`src/rtl/mc_pkg.sv`:
```
// Shared encodings for the RV32I multi-cycle controller: opcodes, FSM states,
// instruction classes, ALU operations and datapath mux selects.
package mc_pkg;

    localparam logic [6:0] OP_R     = 7'b0110011;
    localparam logic [6:0] OP_I     = 7'b0010011;
    localparam logic [6:0] OP_LOAD  = 7'b0000011;
    localparam logic [6:0] OP_STORE = 7'b0100011;
    localparam logic [6:0] OP_BR    = 7'b1100011;
    localparam logic [6:0] OP_JAL   = 7'b1101111;
    localparam logic [6:0] OP_JALR  = 7'b1100111;
    localparam logic [6:0] OP_LUI   = 7'b0110111;
    localparam logic [6:0] OP_AUIPC = 7'b0010111;

    typedef enum logic [2:0] {
        S_IDLE, S_FETCH, S_DECODE, S_EXEC, S_MEM, S_WB, S_HALT
    } state_e;

    typedef enum logic [3:0] {
        CLS_R, CLS_I, CLS_LOAD, CLS_STORE, CLS_BR,
        CLS_JAL, CLS_JALR, CLS_LUI, CLS_AUIPC, CLS_BAD
    } inst_class_e;

    typedef enum logic [3:0] {
        ALU_ADD, ALU_SUB, ALU_SLL, ALU_SLT, ALU_SLTU, ALU_XOR,
        ALU_SRL, ALU_SRA, ALU_OR, ALU_AND, ALU_PASS_B
    } alu_op_e;

    localparam logic [1:0] PC_PLUS4 = 2'd0;
    localparam logic [1:0] PC_IMM   = 2'd1;
    localparam logic [1:0] PC_ALU   = 2'd2;

    localparam logic [1:0] WB_ALU = 2'd0;
    localparam logic [1:0] WB_MEM = 2'd1;
    localparam logic [1:0] WB_PC4 = 2'd2;

    function automatic inst_class_e classify(input logic [6:0] op);
        case (op)
            OP_R:     return CLS_R;
            OP_I:     return CLS_I;
            OP_LOAD:  return CLS_LOAD;
            OP_STORE: return CLS_STORE;
            OP_BR:    return CLS_BR;
            OP_JAL:   return CLS_JAL;
            OP_JALR:  return CLS_JALR;
            OP_LUI:   return CLS_LUI;
            OP_AUIPC: return CLS_AUIPC;
            default:  return CLS_BAD;
        endcase
    endfunction

endpackage

```
`src/rtl/mc_alu_dec.sv`:
```
// Combinational ALU operation decode from the registered instruction class,
// funct3 and funct7[5].
module mc_alu_dec
    import mc_pkg::*;
(
    input  logic [3:0] cls,
    input  logic [2:0] f3,
    input  logic       f7b5,
    output logic [3:0] alu_op
);

    alu_op_e op;

    // For OP-IMM, funct7[5] only matters for shifts; ADDI has no SUB form.
    always_comb begin
        op = ALU_ADD;
        case (cls)
            CLS_R, CLS_I: begin
                case (f3)
                    3'd0:    op = (cls == CLS_R && f7b5) ? ALU_SUB : ALU_ADD;
                    3'd1:    op = ALU_SLL;
                    3'd2:    op = ALU_SLT;
                    3'd3:    op = ALU_SLTU;
                    3'd4:    op = ALU_XOR;
                    3'd5:    op = f7b5 ? ALU_SRA : ALU_SRL;
                    3'd6:    op = ALU_OR;
                    default: op = ALU_AND;
                endcase
            end
            CLS_BR:  op = ALU_SUB;
            CLS_LUI: op = ALU_PASS_B;
            default: op = ALU_ADD;
        endcase
    end

    assign alu_op = op;

endmodule

```
`src/rtl/mc_ctrl.sv`:
```
// Multi-cycle RV32I control FSM: fetch/decode/execute/memory/writeback
// sequencing, memory timeout detection and retired-instruction counting.
module mc_ctrl
    import mc_pkg::*;
#(
    parameter int CNT_W   = 32,
    parameter int MEM_TMO = 255
) (
    input  logic             clk,
    input  logic             rst_n,
    input  logic [6:0]       opcode,
    input  logic [2:0]       funct3,
    input  logic [6:0]       funct7,
    input  logic             br_taken,
    input  logic             imem_ready,
    input  logic             dmem_ready,
    output logic             imem_req,
    output logic             dmem_req,
    output logic             dmem_we,
    output logic             ir_en,
    output logic             pc_en,
    output logic [1:0]       pc_sel,
    output logic             rf_we,
    output logic [1:0]       wb_sel,
    output logic             a_sel,
    output logic             b_sel,
    output logic [3:0]       alu_op,
    output logic             illegal,
    output logic             bus_fault,
    output logic [CNT_W-1:0] retired
);

    localparam int WAIT_W = (MEM_TMO > 1) ? $clog2(MEM_TMO + 1) : 1;

    state_e            state;
    inst_class_e       class_q;
    inst_class_e       class_d;
    logic [2:0]        f3_q;
    logic              f7b5_q;
    logic [WAIT_W-1:0] wait_cnt;
    logic [3:0]        alu_dec;
    logic              timeout;
    logic              retire;
    logic              unused_f7;

    // Only funct7[5] distinguishes SUB/SRA in RV32I.
    assign unused_f7 = ^{funct7[6], funct7[4:0]};
    assign class_d   = classify(opcode);

    // Fires on the MEM_TMO-th consecutive not-ready cycle; ready wins that cycle.
    assign timeout = (MEM_TMO != 0) && (int'(wait_cnt) == MEM_TMO - 1);

    assign retire = (state == S_EXEC && class_q == CLS_BR) ||
                    (state == S_MEM && class_q == CLS_STORE && dmem_ready) ||
                    (state == S_WB);

    mc_alu_dec u_alu_dec (
        .cls    (class_q),
        .f3     (f3_q),
        .f7b5   (f7b5_q),
        .alu_op (alu_dec)
    );

    always_ff @(posedge clk or negedge rst_n) begin
        if (!rst_n) begin
            state     <= S_IDLE;
            class_q   <= CLS_R;
            f3_q      <= 3'd0;
            f7b5_q    <= 1'b0;
            wait_cnt  <= '0;
            illegal   <= 1'b0;
            bus_fault <= 1'b0;
            retired   <= '0;
        end else begin
            if (retire) retired <= retired + CNT_W'(1);
            case (state)
                S_IDLE: state <= S_FETCH;
                S_FETCH: begin
                    if (imem_ready) begin
                        wait_cnt <= '0;
                        state    <= S_DECODE;
                    end else if (timeout) begin
                        wait_cnt  <= '0;
                        bus_fault <= 1'b1;
                        state     <= S_HALT;
                    end else begin
                        wait_cnt <= wait_cnt + WAIT_W'(1);
                    end
                end
                S_DECODE: begin
                    class_q <= class_d;
                    f3_q    <= funct3;
                    f7b5_q  <= funct7[5];
                    if (class_d == CLS_BAD) begin
                        illegal <= 1'b1;
                        state   <= S_HALT;
                    end else begin
                        state <= S_EXEC;
                    end
                end
                S_EXEC: begin
                    if (class_q == CLS_BR) state <= S_FETCH;
                    else if (class_q == CLS_LOAD || class_q == CLS_STORE) state <= S_MEM;
                    else state <= S_WB;
                end
                S_MEM: begin
                    if (dmem_ready) begin
                        wait_cnt <= '0;
                        state    <= (class_q == CLS_STORE) ? S_FETCH : S_WB;
                    end else if (timeout) begin
                        wait_cnt  <= '0;
                        bus_fault <= 1'b1;
                        state     <= S_HALT;
                    end else begin
                        wait_cnt <= wait_cnt + WAIT_W'(1);
                    end
                end
                S_WB:    state <= S_FETCH;
                default: state <= S_HALT;
            endcase
        end
    end

    // ALU controls stay valid from EXEC through WB so addresses and JALR targets hold.
    always_comb begin
        imem_req = 1'b0;
        ir_en    = 1'b0;
        dmem_req = 1'b0;
        dmem_we  = 1'b0;
        pc_en    = 1'b0;
        pc_sel   = PC_PLUS4;
        rf_we    = 1'b0;
        wb_sel   = WB_ALU;
        a_sel    = 1'b0;
        b_sel    = 1'b0;
        alu_op   = ALU_ADD;
        if (state == S_EXEC || state == S_MEM || state == S_WB) begin
            alu_op = alu_dec;
            a_sel  = (class_q == CLS_AUIPC);
            b_sel  = !(class_q == CLS_R || class_q == CLS_BR);
        end
        case (state)
            S_FETCH: begin
                imem_req = 1'b1;
                ir_en    = imem_ready;
            end
            S_EXEC: begin
                if (class_q == CLS_BR) begin
                    pc_en  = 1'b1;
                    pc_sel = br_taken ? PC_IMM : PC_PLUS4;
                end
            end
            S_MEM: begin
                dmem_req = 1'b1;
                dmem_we  = (class_q == CLS_STORE);
                pc_en    = (class_q == CLS_STORE) && dmem_ready;
            end
            S_WB: begin
                rf_we = 1'b1;
                pc_en = 1'b1;
                if (class_q == CLS_LOAD) wb_sel = WB_MEM;
                else if (class_q == CLS_JAL || class_q == CLS_JALR) wb_sel = WB_PC4;
                if (class_q == CLS_JAL) pc_sel = PC_IMM;
                else if (class_q == CLS_JALR) pc_sel = PC_ALU;
            end
            default: ;
        endcase
    end

endmodule

```
`config.mk`:
```
export PLATFORM = sky130hd
export DESIGN_NAME = mc_ctrl
export DESIGN_NICKNAME = d
export VERILOG_FILES = /design/src/rtl/mc_pkg.sv /design/src/rtl/mc_alu_dec.sv /design/src/rtl/mc_ctrl.sv
export SDC_FILE = /design/constraint.sdc
export NUM_CORES = 1
export LEC_CHECK = 0
export ABC_AREA = 1
export CORE_MARGIN = 8
export CORE_UTILIZATION = 55
export DETAILED_ROUTE_END_ITERATION = 12
export DONT_BUFFER_PORTS = 1
export PLACE_DENSITY = 0.7
export RECOVER_POWER = 50
export SYNTH_ARGS = -nofsm -noshare
export SYNTH_HDL_FRONTEND = slang
export SYNTH_SLANG_ARGS = --single-unit
```
`constraint.sdc`:
```
create_clock -name clk -period 2 [get_ports clk]
set_input_delay 0.5 -clock clk [delete_from_list [all_inputs] [get_ports clk]]
set_output_delay 0.5 -clock clk [all_outputs]
set_load 0.005 [all_outputs]
```
==> flow_metrics.py <==
metrics = {
    "outcome": {
        "outcome": "finished, violations left",
        "failed_checks": "setup timing",
    },
    "placement": {
        "globalplace.congestion": 0.9102,
        "place_inst": 641,
        "dpl-instance-area_mm2": 0.003636,
        "detailed_placer_s_ending_hpwl_mm": 6.885,
        "io_buffers": 0,
        "pre_cts_slack_ns": 0.1990,
    },
    "detailed_routing": {
        "vias_per_cell": 5.327,
        "routed_wl_mm": 9.225,
        "first_iter_violations": 155,
        "dr_total_vias": 3532,
        "detail_route.drc_violations": 0,
        "wire_per_inst_um": 13.91,
        "ant_nets": 0,
        "drt_first_pass_iters": 5,
    },
    "synth": {
        "yosys_register_bits": 53,
        "yosys-top-cells-area": "sky130_fd_sc_hd__dfrtp_1 (37%), sky130_fd_sc_hd__nand2_1 (26%), sky130_fd_sc_hd__nor2_1 (9.1%)",
        "syn_area_mm2": 0.003550,
        "synthCells": 566,
        "synth_fp_nets": 591,
        "yosysTopAreaCell": "sky130_fd_sc_hd__dfrtp_1",
        "netlist.area_leader.share_pct": 37.36,
        "proportion_of_synthesized_chip_area_in_sequential_cells_pct": 37.36,
        "post_synth_num_cell_types": 29,
        "ys.warnings.count": 0,
        "post_synth.cell_area_avg_um2": 6.271,
    },
    "global_route": {
        "pin_count_of_the_biggest_net_entering_global_routing": 54,
        "grt_pass1_vias": 3344,
        "final_global_route_overflow_total": 0,
        "grtUsageTotal_pct": 20.32,
        "grt_antenna_before_repair": 0,
        "grt_first_pass_wirelength_mm": 15.08,
    },
    "sta": {
        "worst_clock_skew_ns": 0.007449,
        "slew-limit-headroom_pct": 12.91,
        "setup_repair_after_global_routing_missed_its_margin": "yes",
        "drv_slew": 0,
        "min_period_ns": 2.022,
        "worst_slew_pin_slew_ns": 1.306,
        "tns_ns": -0.03632,
        "fmax_ghz": 0.4945,
        "finalHoldViolations": 0,
        "timing.final.setup_violations": 2,
        "finalCritPeriodShare_pct": 101.1,
        "fin_hold_ws_ns": 0.2955,
        "fin_ws_ns": -0.02240,
    },
    "setup_path": {
        "endpoint_kind": "output pin",
        "cp_data_arrival_time_ns": 1.52,
        "path_delay_family": "simple AND/OR/NAND/NOR gates",
        "buffers_plus_inverters_on_the_worst_setup_path": 1,
        "critical_path_class": "reg -> out",
        "timing.critical_path.required_ns": 1.50,
        "critical-path-max-stage-delay_ns": 0.41,
        "timing.critical_path.cells": "buf_4, nor2_2, nand2_1, nor2_2, nand2_1, nand2_1",
        "critical_path.max_fanout": 5,
        "cp_common_cell": "sky130_fd_sc_hd__nand2_1",
        "timing.critical_path.slowest_stage_cell": "sky130_fd_sc_hd__dfrtp_1",
        "startpoint_type": "flip-flop",
    },
    "die": {
        "fp.dieW_um": 96.34,
        "initial_core_util_pct": 56.22,
        "die_area_mm2": 0.009280,
        "core_region_area_mm2": 0.006314,
        "pin_count": 72,
        "num_rows": 29,
        "die-height_um": 96.34,
    },
    "power": {
        "totalPowerFinal_mw": 4.072,
        "power.density_mw_per_mm2": 1033,
        "power_leakage_nw": 1.909,
        "worst_ir_drop_vdd_mv": 0.7089,
    },
    "layout": {
        "final_cells": 663,
        "layout_overhead_on_the_synthesized_area_pct": 11.07,
        "proportion_of_layout_cells_with_a_drive_suffix_above_1_pct": 9.898,
        "num-nets-final": 610,
        "finalInstanceArea_mm2": 0.003943,
        "diode_insertion_count_for_antenna_repair": 0,
        "final_util_pct": 62.45,
    },
    "hold_path": {
        "hold_path.class": "in -> reg",
    },
    "cts": {
        "max_h_tree_level": 2,
        "clock_sink_count": 53,
        "cts_tree": "built",
        "max-clock-path-buffers": 2,
        "numCtsBuffers": 5,
        "clock_insertion_delay_worst_skew_ns": 0.31,
        "cts.clk_slew.worst_paths_ns": 0.10,
        "cts_root_buf": "sky130_fd_sc_hd__clkbuf_8",
    },
    "run": {
        "cap_violations": 0,
    },
}
==> synth_stat cells (all sizes together) <==
cell     count
o31ai        1
a21oi        7
o211ai       1
nand2      250
nor3         5
o21bai       1
clkinv       1
nand3b       2
dfrtp       53
o21ai       23
buf          7
ha           3
inv         61
nand3       34
nand4        5
nor2        92
o2111ai      2
a31oi        2
xnor2        2
nor4         2
xor2        12
==> per-layer routing <==
layer / share of wire (%) / global-route usage [%] / vias to the layer above
li1: - / - / 1788
met1: 41 / 21.75 / 1626
met2: 51 / 38.42 / 99
met3: 6.0 / 4.992 / 19
met4: 2.2 / 5.675 / 0
met5: 0 / 0 / -
==> layout make-up <==
type / count / area [um2]
timing repair buffer: 19 / 140.1
inverter: 62 / 245.2
tap: 77 / 96.34
fill: 601 / 2371
clock buffer: 6 / 82.58
multi-input combinational: 444 / 2011
sequential: 53 / 1330
clock inverter: 2 / 37.54
==> registers in the layout, summed over array words and instances (netlist names) <==
register	count
class_q	4
state	3
f3_q	3
bus_fault	1
wait_cnt	8
f7b5_q	1
illegal	1
retired	32
==> power by group <==
part / internal [mW] / switching (mW)
combinational: 0.649 / 1.10
sequential: 1.26 / 0.295
clock: 0.407 / 0.362
==> cell usage in the layout (no fill, tap or decap), types with 4 or more instances in the layout <==
master and instances:
sky130_fd_sc_hd__a21oi_1 6, sky130_fd_sc_hd__buf_4 18, sky130_fd_sc_hd__clkbuf_8 6, sky130_fd_sc_hd__dfrtp_1 50, sky130_fd_sc_hd__inv_1 54, sky130_fd_sc_hd__nand2_1 244, sky130_fd_sc_hd__nand2_2 5, sky130_fd_sc_hd__nand3_1 32
sky130_fd_sc_hd__nand4_1 5, sky130_fd_sc_hd__nor2_1 82, sky130_fd_sc_hd__nor2_2 8, sky130_fd_sc_hd__nor3_1 4, sky130_fd_sc_hd__o21ai_0 22, sky130_fd_sc_hd__xor2_1 12
==> final timing paths <==
check / start / end / slack [ns] / cells after the start
max in group asynchronous: rst_n / state[1]$_DFF_PN0_ / 0.66 / 1
setup / recovery: class_q[3]$_DFFE_PN0N_ / pc_sel[0] / -0.02 / 6
setup reg to reg: class_q[3]$_DFFE_PN0N_ / retired[20]$_DFFE_PN0P_ / 0.21 / 10
min in group asynchronous: rst_n / retired[16]$_DFFE_PN0P_ / 0.46 / 1
hold reg to reg: illegal$_DFFE_PN0P_ / illegal$_DFFE_PN0P_ / 0.52 / 2
hold / removal: funct3[1] / f3_q[1]$_DFFE_PN0N_ / 0.30 / 2
==> cell families (layout without fill, tap and decap cells) <==
family	count (synthesis)	in the layout	synth area share (%)
AO/OA/AOI/OAI	37	37	5.710
AND/OR/NAND/NOR	390	390	44.52
flip-flops	53	53	37.36
adder cells (fa/ha/maj)	3	3	1.058
XOR/XNOR	14	14	3.454
buffers and inverters	69	89	7.895
==> what timing repair did <==
action,in CTS,in global routing
setup buffers,5,8
hold endpoints to repair,53,0
hold buffers,1,0
pin swaps,1,5
setup endpoints to repair,5,9
resized for setup,11,16
No activity file was read; power rests on OpenSTA's default activity.
